===== src/rtl/sd_cmd_issue_seq_pkg.sv =====
// Shared definitions for the SD command-issue path: register offsets, status codes,
// sequencer state encoding and the Command register word packing.
package sd_hc_pkg;

  localparam logic [11:0] HC_PSTATE_OFS = 12'h024;
  localparam logic [11:0] HC_ARG_OFS    = 12'h008;
  localparam logic [11:0] HC_CMD_OFS    = 12'h00E;

  typedef enum logic [1:0] {
    ST_OK       = 2'b00,
    ST_CMD_TOUT = 2'b01,
    ST_DAT_TOUT = 2'b10
  } status_e;

  // One-hot; any other pattern is recovered to IDLE by the sequencer.
  typedef enum logic [9:0] {
    IDLE   = 10'b00_0000_0001,
    RD_CMD = 10'b00_0000_0010,
    WT_CMD = 10'b00_0000_0100,
    RD_DAT = 10'b00_0000_1000,
    WT_DAT = 10'b00_0001_0000,
    WR_ARG = 10'b00_0010_0000,
    WT_ARG = 10'b00_0100_0000,
    WR_CMD = 10'b00_1000_0000,
    WT_WRC = 10'b01_0000_0000,
    DONE   = 10'b10_0000_0000
  } seq_state_e;

  typedef struct packed {
    logic [5:0]  cmd_index;
    logic [31:0] argument;
    logic [1:0]  command_type;
    logic        data_pres;
    logic        idx_chk;
    logic        crc_chk;
    logic [1:0]  resp_type;
  } cmd_req_t;

  function automatic logic [15:0] pack_cmd_word(input cmd_req_t r);
    return {2'b00, r.cmd_index, r.command_type, r.data_pres,
            r.idx_chk, r.crc_chk, 1'b0, r.resp_type};
  endfunction

  // Data lines matter for data transfers and R1b busy, but never for an abort.
  function automatic logic need_dat_check(input cmd_req_t r);
    return (r.data_pres | (r.resp_type == 2'b11)) & (r.command_type != 2'b11);
  endfunction

endpackage


===== src/rtl/sd_cmd_issue_seq_if.sv =====
// Host-controller register port between the command sequencer (master) and the
// register block (slave).
interface sd_cmd_issue_seq_if #(
  parameter int unsigned IDX_W = 12,
  parameter int unsigned DW    = 32
) ();

  logic             rd_reg_strb;
  logic [IDX_W-1:0] rd_reg_index;
  logic [127:0]     rd_reg_input;
  logic             wr_reg_strb;
  logic [IDX_W-1:0] wr_reg_index;
  logic [DW-1:0]    wr_reg_output;
  logic [2:0]       reg_attr;

  modport master (
    output rd_reg_strb, rd_reg_index, wr_reg_strb, wr_reg_index, wr_reg_output, reg_attr,
    input  rd_reg_input
  );

  modport slave (
    input  rd_reg_strb, rd_reg_index, wr_reg_strb, wr_reg_index, wr_reg_output, reg_attr,
    output rd_reg_input
  );

endinterface


===== src/rtl/sd_cmd_issue_seq_wait_cntr.sv =====
// Register-access wait timer: a down-counter reloaded by every start strobe that
// emits a one-cycle tout when it reaches terminal count; it never wraps.
module sd_wait_cntr #(
  parameter int unsigned MAX   = 5,
  parameter int unsigned CNT_W = $clog2(MAX + 1)
) (
  input  logic clk,
  input  logic reset,
  input  logic start,
  output logic tout
);

  logic [CNT_W-1:0] cnt;

  always_ff @(posedge clk or negedge reset) begin
    if (!reset) begin
      cnt  <= '0;
      tout <= 1'b0;
    end else begin
      tout <= 1'b0;
      if (start) begin
        cnt <= CNT_W'(MAX);
      end else if (cnt != '0) begin
        cnt  <= cnt - 1'b1;
        tout <= (cnt == CNT_W'(1));
      end
    end
  end

endmodule


===== src/rtl/sd_cmd_issue_seq.sv =====
// SD command-issue sequencer: polls CMD/DAT inhibit with bounded retries, then writes
// the Argument and Command registers and reports completion with a status code.
//
// state  | meaning
// IDLE   | waiting for issue_sd_cmd_strb
// RD_CMD | Present State read strobe, CMD-inhibit poll
// WT_CMD | read settle; sample CMD inhibit on timer expiry
// RD_DAT | Present State read strobe, DAT-inhibit poll
// WT_DAT | read settle; sample DAT inhibit on timer expiry
// WR_ARG | Argument register write strobe
// WT_ARG | hold Argument write for the wait time
// WR_CMD | Command register write strobe
// WT_WRC | hold Command write for the wait time
// DONE   | fin_a_cmd_strb pulse, status valid
module sd_cmd_issue_seq
  import sd_hc_pkg::*;
#(
  parameter int unsigned      IDX_W      = 12,
  parameter int unsigned      DW         = 32,
  parameter int unsigned      WAIT_CLKS  = 5,
  parameter int unsigned      MAX_POLLS  = 8,
  parameter logic [IDX_W-1:0] PSTATE_OFS = IDX_W'(HC_PSTATE_OFS),
  parameter logic [IDX_W-1:0] ARG_OFS    = IDX_W'(HC_ARG_OFS),
  parameter logic [IDX_W-1:0] CMD_OFS    = IDX_W'(HC_CMD_OFS)
) (
  input  logic                      clk,
  input  logic                      reset,
  input  logic                      issue_sd_cmd_strb,
  input  logic [5:0]                cmd_index,
  input  logic [31:0]               argument,
  input  logic [1:0]                command_type,
  input  logic                      data_pres_select,
  input  logic                      cmd_indx_chk_enb,
  input  logic                      cmd_crc_chk_enb,
  input  logic [1:0]                resp_type_select,
  sd_cmd_issue_seq_if.master        reg_bus,
  output logic                      busy,
  output logic                      fin_a_cmd_strb,
  output logic [1:0]                status
);

  seq_state_e       state;
  cmd_req_t         req;
  cmd_req_t         req_in;
  status_e          status_q;
  logic [7:0]       poll_cnt;
  logic             rd_strb_q;
  logic [IDX_W-1:0] rd_idx_q;
  logic             wr_strb_q;
  logic [IDX_W-1:0] wr_idx_q;
  logic [DW-1:0]    wr_data_q;
  logic             tout;
  logic             cmd_inhibit;
  logic             dat_inhibit;
  logic             polls_left;
  logic             unused_rd_bits;

  assign req_in.cmd_index    = cmd_index;
  assign req_in.argument     = argument;
  assign req_in.command_type = command_type;
  assign req_in.data_pres    = data_pres_select;
  assign req_in.idx_chk      = cmd_indx_chk_enb;
  assign req_in.crc_chk      = cmd_crc_chk_enb;
  assign req_in.resp_type    = resp_type_select;

  assign cmd_inhibit    = reg_bus.rd_reg_input[0];
  assign dat_inhibit    = reg_bus.rd_reg_input[1];
  assign unused_rd_bits = ^reg_bus.rd_reg_input[127:2];
  assign polls_left     = (poll_cnt < 8'(MAX_POLLS));

  sd_wait_cntr #(.MAX(WAIT_CLKS)) u_wait (
    .clk   (clk),
    .reset (reset),
    .start (rd_strb_q | wr_strb_q),
    .tout  (tout)
  );

  always_ff @(posedge clk or negedge reset) begin
    if (!reset) begin
      state          <= IDLE;
      req            <= '0;
      poll_cnt       <= '0;
      rd_strb_q      <= 1'b0;
      rd_idx_q       <= '0;
      wr_strb_q      <= 1'b0;
      wr_idx_q       <= '0;
      wr_data_q      <= '0;
      busy           <= 1'b0;
      fin_a_cmd_strb <= 1'b0;
      status_q       <= ST_OK;
    end else begin
      rd_strb_q      <= 1'b0;
      wr_strb_q      <= 1'b0;
      fin_a_cmd_strb <= 1'b0;
      case (state)
        IDLE: begin
          if (issue_sd_cmd_strb) begin
            req       <= req_in;
            poll_cnt  <= '0;
            busy      <= 1'b1;
            status_q  <= ST_OK;
            rd_strb_q <= 1'b1;
            rd_idx_q  <= PSTATE_OFS;
            state     <= RD_CMD;
          end
        end
        RD_CMD: begin
          poll_cnt <= poll_cnt + 8'd1;
          state    <= WT_CMD;
        end
        WT_CMD: begin
          if (tout) begin
            if (!cmd_inhibit) begin
              if (need_dat_check(req)) begin
                poll_cnt  <= '0;
                rd_strb_q <= 1'b1;
                state     <= RD_DAT;
              end else begin
                rd_idx_q  <= '0;
                wr_strb_q <= 1'b1;
                wr_idx_q  <= ARG_OFS;
                wr_data_q <= DW'(req.argument);
                state     <= WR_ARG;
              end
            end else if (polls_left) begin
              rd_strb_q <= 1'b1;
              state     <= RD_CMD;
            end else begin
              rd_idx_q       <= '0;
              status_q       <= ST_CMD_TOUT;
              fin_a_cmd_strb <= 1'b1;
              state          <= DONE;
            end
          end
        end
        RD_DAT: begin
          poll_cnt <= poll_cnt + 8'd1;
          state    <= WT_DAT;
        end
        WT_DAT: begin
          if (tout) begin
            if (!dat_inhibit) begin
              rd_idx_q  <= '0;
              wr_strb_q <= 1'b1;
              wr_idx_q  <= ARG_OFS;
              wr_data_q <= DW'(req.argument);
              state     <= WR_ARG;
            end else if (polls_left) begin
              rd_strb_q <= 1'b1;
              state     <= RD_DAT;
            end else begin
              rd_idx_q       <= '0;
              status_q       <= ST_DAT_TOUT;
              fin_a_cmd_strb <= 1'b1;
              state          <= DONE;
            end
          end
        end
        WR_ARG: state <= WT_ARG;
        WT_ARG: begin
          if (tout) begin
            wr_strb_q <= 1'b1;
            wr_idx_q  <= CMD_OFS;
            wr_data_q <= DW'(pack_cmd_word(req));
            state     <= WR_CMD;
          end
        end
        WR_CMD: state <= WT_WRC;
        WT_WRC: begin
          if (tout) begin
            wr_idx_q       <= '0;
            wr_data_q      <= '0;
            status_q       <= ST_OK;
            fin_a_cmd_strb <= 1'b1;
            state          <= DONE;
          end
        end
        DONE: begin
          busy  <= 1'b0;
          state <= IDLE;
        end
        default: begin
          rd_idx_q  <= '0;
          wr_idx_q  <= '0;
          wr_data_q <= '0;
          busy      <= 1'b0;
          state     <= IDLE;
        end
      endcase
    end
  end

  assign reg_bus.rd_reg_strb   = rd_strb_q;
  assign reg_bus.rd_reg_index  = rd_idx_q;
  assign reg_bus.wr_reg_strb   = wr_strb_q;
  assign reg_bus.wr_reg_index  = wr_idx_q;
  assign reg_bus.wr_reg_output = wr_data_q;
  assign reg_bus.reg_attr      = 3'h0;
  assign status                = status_q;

endmodule


===== src/flat_wrapper.sv =====
// flat-port wrapper written by rule: the top's interface ports become plain ports
module sd_cmd_issue_seq_flat import sd_hc_pkg::*;
#(
  parameter int unsigned      IDX_W      = 12,
  parameter int unsigned      DW         = 32,
  parameter int unsigned      WAIT_CLKS  = 5,
  parameter int unsigned      MAX_POLLS  = 8,
  parameter logic [IDX_W-1:0] PSTATE_OFS = IDX_W'(HC_PSTATE_OFS),
  parameter logic [IDX_W-1:0] ARG_OFS    = IDX_W'(HC_ARG_OFS),
  parameter logic [IDX_W-1:0] CMD_OFS    = IDX_W'(HC_CMD_OFS)
)
  (clk, reset, issue_sd_cmd_strb, cmd_index, argument, command_type, data_pres_select, cmd_indx_chk_enb, cmd_crc_chk_enb, resp_type_select, busy, fin_a_cmd_strb, status, reg_bus_rd_reg_strb, reg_bus_rd_reg_index, reg_bus_wr_reg_strb, reg_bus_wr_reg_index, reg_bus_wr_reg_output, reg_bus_reg_attr, reg_bus_rd_reg_input);
  sd_cmd_issue_seq_if #(.IDX_W(IDX_W), .DW(DW)) reg_bus_i ();
  input  logic clk;
  input  logic reset;
  input  logic issue_sd_cmd_strb;
  input  logic [5:0] cmd_index;
  input  logic [31:0] argument;
  input  logic [1:0] command_type;
  input  logic data_pres_select;
  input  logic cmd_indx_chk_enb;
  input  logic cmd_crc_chk_enb;
  input  logic [1:0] resp_type_select;
  output logic busy;
  output logic fin_a_cmd_strb;
  output logic [1:0] status;
  output wire logic [$bits(reg_bus_i.rd_reg_strb)-1:0] reg_bus_rd_reg_strb;
  output wire logic [$bits(reg_bus_i.rd_reg_index)-1:0] reg_bus_rd_reg_index;
  output wire logic [$bits(reg_bus_i.wr_reg_strb)-1:0] reg_bus_wr_reg_strb;
  output wire logic [$bits(reg_bus_i.wr_reg_index)-1:0] reg_bus_wr_reg_index;
  output wire logic [$bits(reg_bus_i.wr_reg_output)-1:0] reg_bus_wr_reg_output;
  output wire logic [$bits(reg_bus_i.reg_attr)-1:0] reg_bus_reg_attr;
  input wire logic [$bits(reg_bus_i.rd_reg_input)-1:0] reg_bus_rd_reg_input;
  assign reg_bus_rd_reg_strb = reg_bus_i.rd_reg_strb;
  assign reg_bus_rd_reg_index = reg_bus_i.rd_reg_index;
  assign reg_bus_wr_reg_strb = reg_bus_i.wr_reg_strb;
  assign reg_bus_wr_reg_index = reg_bus_i.wr_reg_index;
  assign reg_bus_wr_reg_output = reg_bus_i.wr_reg_output;
  assign reg_bus_reg_attr = reg_bus_i.reg_attr;
  assign reg_bus_i.rd_reg_input = reg_bus_rd_reg_input;
  sd_cmd_issue_seq #(.IDX_W(IDX_W), .DW(DW), .WAIT_CLKS(WAIT_CLKS), .MAX_POLLS(MAX_POLLS), .PSTATE_OFS(PSTATE_OFS), .ARG_OFS(ARG_OFS), .CMD_OFS(CMD_OFS)) u_core (.clk(clk), .reset(reset), .issue_sd_cmd_strb(issue_sd_cmd_strb), .cmd_index(cmd_index), .argument(argument), .command_type(command_type), .data_pres_select(data_pres_select), .cmd_indx_chk_enb(cmd_indx_chk_enb), .cmd_crc_chk_enb(cmd_crc_chk_enb), .resp_type_select(resp_type_select), .reg_bus(reg_bus_i), .busy(busy), .fin_a_cmd_strb(fin_a_cmd_strb), .status(status));
endmodule

===== config.mk =====
export PLATFORM = sky130hd
export DESIGN_NAME = sd_cmd_issue_seq_flat
export DESIGN_NICKNAME = d
export VERILOG_FILES = /design/src/rtl/sd_cmd_issue_seq_pkg.sv /design/src/rtl/sd_cmd_issue_seq_if.sv /design/src/rtl/sd_cmd_issue_seq_wait_cntr.sv /design/src/rtl/sd_cmd_issue_seq.sv /design/src/flat_wrapper.sv
export SDC_FILE = /design/constraint.sdc
export NUM_CORES = 1
export LEC_CHECK = 0
export BUFFER_PORTS_ARGS = -buffer_cell sky130_fd_sc_hd__buf_4
export CORE_ASPECT_RATIO = 0.6
export CORE_UTILIZATION = 25
export DETAILED_ROUTE_END_ITERATION = 16
export PLACE_DENSITY = 0.57
export SLEW_MARGIN = 20
export SYNTH_ARGS = -nofsm -noshare
export SYNTH_HDL_FRONTEND = slang
export SYNTH_SLANG_ARGS = --single-unit

===== constraint.sdc =====
create_clock -name clk -period 5.33 [get_ports clk]
set_input_delay 0.533 -clock clk [delete_from_list [all_inputs] [get_ports clk]]
set_output_delay 0.533 -clock clk [all_outputs]
set_load 0.02 [all_outputs]

---- Yosys cells after proc, flatten, opt, wreduce, memory -nomap -nowiden ----
Index checks and enable logic that the tools add are counted.
storage, ports and cells
  logic and storage cells ................. 146
  input port bits ......................... 176
  output and inout bits ................... 65
  flip-flop bits (word level) ............. 129
cells by class
  multiplexer cells ....................... 76
  $lt $le $gt $ge ......................... 1
  reduce and logical (&&, ||, !) cells .... 15
  $add $sub $neg .......................... 2
  equal/unequal tests ..................... 27
  bitwise operators ....................... 6
operators by type and width
  operator              number
  $mux 32               7
  $mux 12               14
  $pmux 32 s5           1
  $mux 10               9
  $pmux 10 s9           1
  $pmux 12 s5           1
  $pmux 12 s4           1
  $mux 8                4
  $ne 2x2->1 const B    13
  $pmux 8 s3            1
  $mux 1                21
  $mux 2                8
  $reduce_and 5->1      3
  $eq 10x1->1 const B   1
  $eq 10x10->1 const B  1
  $eq 10x2->1 const B   1
  $eq 10x3->1 const B   1
  $eq 10x4->1 const B   1
  $eq 10x5->1 const B   1
  $eq 10x6->1 const B   1
  $eq 10x7->1 const B   1
  $eq 10x8->1 const B   1
  $eq 10x9->1 const B   1
  $pmux 1 s3            3
  other kinds (24)      30

---- Longest topological paths before layout ----
Gate-level depths: netlist of the first run.
  depth after elaboration ................. 7
  depth in mapped cells ................... 9
  mapped depth without buffers ............ 6

---- Modules after synthesis ----
From an unflattened synthesis of the first run, not the netlist that was laid out.
unflattened totals
  cells, all modules ...................... 482
  area, all modules ....................... 5736.8 um2
modules (own cells, without submodules)
  module            instances  area each (um2)  cells each  sequential area each (um2)
  sd_cmd_issue_seq  1          5510.3           463         2879.0
  sd_wait_cntr      1          226.5            19          100.1

---- Worst setup path before layout of the first run ----
OpenSTA, ideal clock, no wires.
  path type ............................... register to register
  start ................................... reg u_core.state[0]
  end ..................................... reg u_core.wr_data_q[10], in the netlist u_core.reg_bus.wr_reg_output[10]
  buffers on the path ..................... 3
  period minus slack after synthesis ...... 2277 ps
  required time ........................... 5205 ps
  library setup time ...................... 125 ps
  stages on the path, launching flop included .. 9
  path slack .............................. 3053 ps
  data arrival time ....................... 2152 ps
  path through ............................ dfstp_2 -> buf_2 -> inv_1 -> nand4_1 -> nand2_1 -> or4_1 -> buf_2 -> buf_6 -> mux2_4
on the way
  cells in the longest elaborated chain, start to end .. 4
  elaborated cells on any way between the ends .. 21
  those cells by class .................... eq/ne (17); mux (1); bitwise (1); reduce/logical (2)
RTL lines
  element                               line                     source
  start: declaration                    sd_cmd_issue_seq.sv:42   seq_state_e state;
  start signal: assignment              sd_cmd_issue_seq.sv:80   state <= IDLE;
  start signal: assignment              sd_cmd_issue_seq.sv:104  state <= RD_CMD;
  start signal: assignment              sd_cmd_issue_seq.sv:109  state <= WT_CMD;
  $eq 10x10->1 (tied with other cells)  sd_cmd_issue_seq.sv:95   case (state)
  $reduce_or 6->1 (no line)             --
  $not 1->1 (no line)                   --
  $reduce_and 8->1 (no line)            --
  end signal: assignment                sd_cmd_issue_seq.sv:122  wr_data_q <= DW'(req.argument);
  end signal: assignment                sd_cmd_issue_seq.sv:146  wr_data_q <= DW'(req.argument);
  end signal: assignment                sd_cmd_issue_seq.sv:164  wr_data_q <= DW'(pack_cmd_word(req));
  end: declaration                      sd_cmd_issue_seq.sv:51   logic [DW-1:0] wr_data_q;
Parallel ways exist; a longest one is shown, timed or not.
A chain may end at the register's enable or synchronous reset.

---- Final worst setup path of the first run ----
  start ................................... reg u_core.state[2]
  end ..................................... reg u_core.wr_data_q[26], in the netlist u_core.reg_bus.wr_reg_output[26]
Same word-level chain as after synthesis.

==> impl_metrics.py, run 1 <==
metrics = {
    "run_status": {
        "outcome": "finished clean",
    },
    "grt": {
        "grt_max_degree": 62,
        "grt_overflow": 0,
        "grt_use_total": 0.1319,
        "grt_pass1_vias": 3916,
        "grt_antenna_before_repair": 0,
        "grt_first_pass_wirelength_um": 23030,
    },
    "synth": {
        "ys_top_cells_by_count": "dfrtp_1, nand2_1, mux2_2",
        "synth_top_area_frac": 0.5258,
        "async_flop_share": 1.000,
        "ys_ff_latch": 119,
        "syn_area_per_cell_sq_um": 11.60,
        "yosys_warnings": 0,
        "synth.distinct_cells": 57,
        "synthCells": 484,
        "yosys_most_used_dff": "dfrtp_1",
        "synth_most_common_cell": "dfrtp_1",
        "synth-edff-count": 0,
        "synth_top_cell_by_area": "dfrtp_1",
        "synthTopCellsByArea": "dfrtp_1, mux2_2, mux2_1, mux2i_1, nand2_1",
        "ys_seq_area_frac": 0.5305,
        "netlist_area_sq_um": 5615,
    },
    "clock_tree": {
        "cts-buffers-inserted": 17,
        "cts_max_level": 4,
        "post_cts_buffers": 0,
        "post_cts_resized": 0,
        "holdBufCountCts": 0,
        "cts_root_buf": "clkbuf_16",
        "clk_pin_slew_ns": 0.06,
        "cts_buffer_depth": 2,
        "cts_tree": "done",
        "cts.sinks": 119,
        "clk_latency_ns": 0.41,
    },
    "worst_setup_path": {
        "crit_chain": "nor4_1, nand4b_1, nand2_1, or4_2, buf_4, mux2i_1",
        "reg2reg_to": "u_core.reg_bus.wr_reg_output[26]",
        "critPathTopFamily": "simple AND/OR/NAND/NOR gates",
        "cp.arrival_ns": 3.63,
        "path_class": "flip-flop to flip-flop",
        "r2r-start": "u_core.state[2]",
        "r2r_setup_slack_ns": 2.03,
        "worstRegToRegCells": 6,
        "cp_max_fo": 19,
        "cp-start-kind": "flip-flop",
        "critPathCaptureType": "flip-flop",
        "required_ns": 5.66,
        "slowest_delay_ns": 1.02,
        "cp.buffers_inverters": 1,
        "slowest_stage": "nor4_1",
    },
    "floorplanning": {
        "io_pins": 241,
        "die_w_um": 195.5,
        "dieArea_sq_um": 23080,
        "start_util": 0.2550,
        "core_area_sq_um": 22020,
        "rows": 42,
        "dieHeight_um": 118.1,
    },
    "routing": {
        "drt_pass1_iterations": 5,
        "wirelength_um": 14610,
        "num_vias": 4000,
        "drt_iter0_drc": 261,
        "remaining_drc_errors": 0,
        "vias_per_cell": 4.535,
        "post_drt_wl_per_cell_um": 16.56,
        "drtAntennaViolNets": 0,
    },
    "sta": {
        "relSlewSlack": 0.2541,
        "fmax_mhz": 302.8,
        "finalCritPeriodShare": 0.6197,
        "tightest_slew_ns": 1.109,
        "finClkSkew_ns": 0.007485,
        "hold_viol": 0,
        "rsz0062_at_grt": "no",
        "slew_violations": 0,
        "fin_tns_setup_ns": 0,
        "setup_viol": 0,
        "period_minus_slack_ns": 3.303,
    },
    "final_layout": {
        "final_nets": 763,
        "area_growth_pct": 29.37,
        "antennaDiodeCount": 0,
        "fillers": 2257,
        "final_util": 0.3299,
        "layout-drive-gt1-share": 0.3289,
    },
    "place": {
        "place_congestion": 0.9181,
        "port_buffers": 102,
        "dp_hpwl_um": 10030,
    },
    "power_and_ir_drop": {
        "leakage_nw": 3.395,
        "cellPowerDensity_nw_per_um2": 537.7,
        "total_power_mw": 3.906,
        "peakVddDrop_mv": 0.2300,
    },
    "flow_run": {
        "drv_cap": 0,
    },
    "hold_path": {
        "hp-class": "primary input to async pin",
    },
}
[area by class of cell]
cell class | instances | area (sq um) | area share
Sequential cell | 119 | 2979 | 0.4101
Multi-Input combinational cell | 307 | 2346 | 0.3229
Timing Repair Buffer | 110 | 825.8 | 0.1137
Clock buffer | 21 | 480.5 | 0.06614
Tap cell | 286 | 357.8 | 0.04926
Clock inverter | 11 | 170.2 | 0.02342
Inverter | 28 | 105.1 | 0.01447
[registers in the layout, indices dropped and copies added, names as in the netlist]
name	flops
u_core.reg_bus.rd_reg_index	12
u_core.reg_bus.wr_reg_index	2
u_core.req	45
u_core.busy	1
u_core.reg_bus.wr_reg_strb	1
u_core.poll_cnt	8
u_core.state	10
u_core.u_wait.cnt	3
u_core.status	2
u_core.u_wait.tout	1
u_core.reg_bus.wr_reg_output	32
u_core.reg_bus.rd_reg_strb	1
u_core.fin_a_cmd_strb	1
[where the power goes]
part	switching [mW]	total, mW	leakage [nW]	internal [mW]
Combinational	0.706	1.28	1.54	0.576
Sequential	0.197	1.37	1.54	1.17
Clock	0.422	1.25	0.311	0.832
Total	1.33	3.91	3.40	2.58
[metal layers]
metal / wire, um / vias up / global-route usage
li1: - / 1891 / -
met1: 7619 / 1947 / 0.2022
met2: 5594 / 148 / 0.1667
met3: 1291 / 14 / 0.04928
met4: 101 / 0 / 0.03642
met5: 0 / - / 0
[kinds of logic after synthesis]
| family | after synthesis | share of synthesized area |
|---|---|---|
| other | 1 | 0.0006678 |
| buffers and inverters | 69 | 0.06395 |
| DFF | 119 | 0.5305 |
| adders and majority gates | 4 | 0.008913 |
| muxes | 80 | 0.1622 |
| AOI/OAI and AO/OA | 66 | 0.08423 |
| and+or+nand+nor | 136 | 0.1355 |
| xor gates and xnor gates | 9 | 0.01404 |
[worst max path at each step]
stage	from	endpoint	slack, ns	cells past startpoint
floorplan	u_core.state[0]	u_core.reg_bus.wr_reg_output[10]	3.05	8
global placement	u_core.state[2]	u_core.reg_bus.wr_reg_output[18]	2.12	6
detailed placement	u_core.state[2]	u_core.reg_bus.wr_reg_output[26]	2.08	6
CTS	u_core.state[2]	u_core.reg_bus.wr_reg_output[26]	2.06	6
global route	u_core.state[2]	u_core.reg_bus.wr_reg_output[28]	1.80	6
finish	u_core.state[2]	u_core.reg_bus.wr_reg_output[26]	2.03	6
[layout by cell type (no fill, tap or decap), types with 3 or more instances in the layout]
cell,instances
nand2_1,38
bufinv_16,4
nor4_1,6
o2bb2ai_1,3
ha_1,4
nor3b_1,3
mux2_2,35
inv_1,28
mux2_1,17
o32a_1,3
buf_4,110
o21ai_0,20
nand3_1,8
a21oi_1,6
nor3_1,13
xnor2_1,3
mux2i_1,19
mux2_4,9
clkbuf_16,17
and3_1,4
clkbuf_8,4
clkinvlp_4,3
dfrtp_1,118
and4_1,4
nand4_1,4
or4_1,4
o31ai_1,4
nor2b_1,11
conb_1,12
xor2_1,6
a22o_1,14
nor2_1,17
and2_1,3
nand4b_1,3
[metrics by stage]
step	hold WS, ns	cells	instance area (sq um)	worst slack [ns]
after floorplan	0.2374	495	5657	3.053
after global placement	0.4687	850	6614	2.120
after detailed placement	0.4774	850	6614	2.079
after CTS	0.2074	882	7264	2.057
after global routing	0.2504	882	7264	1.800
final	0.1945	882	7264	2.027
Power figures use the tool's default switching activity.
==> run 2: changes to the inputs <==
- PLACE_DENSITY: 0.57 -> 0.59
- clock period: 5.33 -> 2.9 ns (I/O delays scaled with it)
==> run 2 against run 1 <==
Maximum frequency increased by 25%. Routed wire length is 1.1% higher. Combinational power rose by 100%. Global-route usage up 0.16 points. Via count increased by 4.0%. Clock power rose by 82%. Cell count rose by 2.6%. Clock skew is 0.0033 ns higher. Count of clock-buffer cells in the layout grew 3. Critical path type unchanged. Critical endpoint is now u_core.reg_bus.wr_reg_output[5].
==> impl_metrics.py, run 2 (same netlist as run 1, synthesis figures left out) <==
metrics = {
    "run_status": {
        "outcome": "finished clean",
    },
    "routing": {
        "drt_pass1_iterations": 5,
        "num_vias": 4158,
        "drtAntennaViolNets": 0,
        "drt_iter0_drc": 353,
        "remaining_drc_errors": 0,
        "post_drt_wl_per_cell_um": 16.32,
        "vias_per_cell": 4.594,
        "wirelength_um": 14770,
    },
    "clock_tree": {
        "cts-buffers-inserted": 17,
        "cts.sinks": 119,
        "cts_max_level": 4,
        "clk_pin_slew_ns": 0.05,
        "clk_latency_ns": 0.42,
        "cts_buffer_depth": 2,
        "post_cts_resized": 0,
        "cts_tree": "done",
        "cts_root_buf": "clkbuf_16",
    },
    "sta": {
        "finClkSkew_ns": 0.01080,
        "fin_tns_setup_ns": 0,
        "finalCritPeriodShare": 0.9079,
        "hold_viol": 0,
        "tightest_slew_ns": 0.6812,
        "slew_violations": 0,
        "period_minus_slack_ns": 2.633,
        "setup_viol": 0,
        "fmax_mhz": 379.8,
        "relSlewSlack": 0.5459,
        "rsz0062_at_grt": "no",
        "whs_ns": 0.08965,
    },
    "power_and_ir_drop": {
        "power.share.sequential": 0.338,
        "p_int_mw": 4.923,
        "leakage_nw": 3.521,
        "clockPowerShare": 0.307,
        "netSwitchingFraction": 0.3328,
        "cellPowerDensity_nw_per_um2": 989.0,
        "p_sw_mw": 2.456,
        "combPwrFrac": 0.355,
        "peakVddDrop_mv": 0.4057,
    },
    "worst_setup_path": {
        "crit_chain": "or4_1, nor3_1, o41a_1, or4_2, buf_12, mux2_4",
        "critPathCaptureType": "flip-flop",
        "required_ns": 3.19,
        "slowest_delay_ns": 0.60,
        "cp_max_fo": 18,
        "cp.buffers_inverters": 1,
        "cp.arrival_ns": 2.93,
        "path_class": "flip-flop to flip-flop",
        "cp-start-kind": "flip-flop",
        "slowest_stage": "or4_2",
        "critPathTopFamily": "simple AND/OR/NAND/NOR gates",
    },
    "grt": {
        "grt_pass1_vias": 4039,
        "grt_max_degree": 41,
        "grt_overflow": 0,
        "grt_antenna_before_repair": 0,
        "grt_use_total": 0.1335,
        "grt_first_pass_wirelength_um": 23470,
    },
    "place": {
        "placedCellCount": 872,
        "place_congestion": 0.9478,
        "placed_area_sq_um": 6817,
        "port_buffers": 102,
        "dp_hpwl_um": 10580,
    },
    "floorplanning": {
        "start_util": 0.2550,
        "die_w_um": 195.5,
        "dieHeight_um": 118.1,
        "core_area_sq_um": 22020,
        "rows": 42,
        "io_pins": 241,
        "dieArea_sq_um": 23080,
    },
    "final_layout": {
        "layout_commonest_cell": "buf_4",
        "design_area_sq_um": 7461,
        "finalNonFillerCells": 905,
        "largest_register_ffs": 45,
        "mostFrequentLayoutCells": "buf_4, dfrtp_1, nand2_1, mux2_2, inv_1",
        "fillers": 2227,
        "final_nets": 786,
        "final-seq-area_sq_um": 2979,
        "final_util": 0.3388,
        "multi_input_area_sq_um": 2346,
        "regMostFlops": "u_core.req",
        "layout-drive-gt1-share": 0.3473,
        "antennaDiodeCount": 0,
        "area_growth_pct": 32.87,
    },
    "hold_path": {
        "hp-class": "primary input to flip-flop",
    },
    "flow_run": {
        "drv_cap": 0,
    },
}
==> run 2: changes by cell type in the layout (fill, tap and decap cells not counted), sizes merged <==
cell / before / now
clkinv: 4 / 3
clkinvlp: 3 / 1
clkbuf: 21 / 24
buf: 110 / 132
dlygate4sd3: 0 / 1
==> run 2: final timing paths <==
path / start / end / slack [ns] / depth (start not counted)
worst max-delay path: u_core.state[7] / u_core.reg_bus.wr_reg_output[5] / 0.27 / 6
worst min register to register: u_core.reg_bus.wr_reg_strb / u_core.u_wait.cnt[1] / 0.45 / 1
worst min-delay path: cmd_index[2] / u_core.req[41] / 0.09 / 2
min in group asynchronous: reset / u_core.reg_bus.wr_reg_output[23] / 0.36 / 2
worst max register to register: u_core.state[7] / u_core.reg_bus.wr_reg_output[5] / 0.27 / 6
max in group asynchronous: reset / u_core.req[22] / 1.81 / 3
==> run 2: power groups by stage <==
stage          registers, mW  logic, mW  clock network, mW
2_1_floorplan           2.51       1.66                  0
3_3_place_gp            2.50       2.60                  0
3_5_place_dp            2.51       2.63                  0
4_1_cts                 2.49       2.63               2.33
5_1_grt                 2.56       2.82               2.41
6_report                2.49       2.62               2.27
==> run 2: area by class of cell <==
cell class / count / share of cell area
Sequential cell: 119 / 0.3993
Multi-Input combinational cell: 307 / 0.3144
Timing Repair Buffer: 133 / 0.1392
Clock buffer: 24 / 0.06591
Tap cell: 286 / 0.04796
Clock inverter: 8 / 0.01912
Inverter: 28 / 0.01409
==> run 2: worst reg2reg max path: stages (launching register included) <==
cell and delay (ns):
dfrtp_1 0.56, or4_1 0.33, nor3_1 0.09, o41a_1 0.41, or4_2 0.60, buf_12 0.21
mux2_4 0.33
==> run 2: what timing repair did <==
item	CTS	global route
buffers inserted	0	0
endpoints found under the hold margin	28	0
hold buffers	1	0
==> run 2: through the flow <==
stage	power, mW	setup slack (ns)
finish	7.379	0.2671
floorplan	4.176	0.6230
detailed placement	5.136	0.3310
global placement	5.103	0.3049
global route	7.789	0.1932
CTS	7.450	0.3094
==> run 2: metal layers <==
metal  GRT usage  share of wire
met5           0              0
met4     0.03494         0.0054
met3     0.05043           0.10
met2      0.1710           0.39
met1      0.2030           0.50
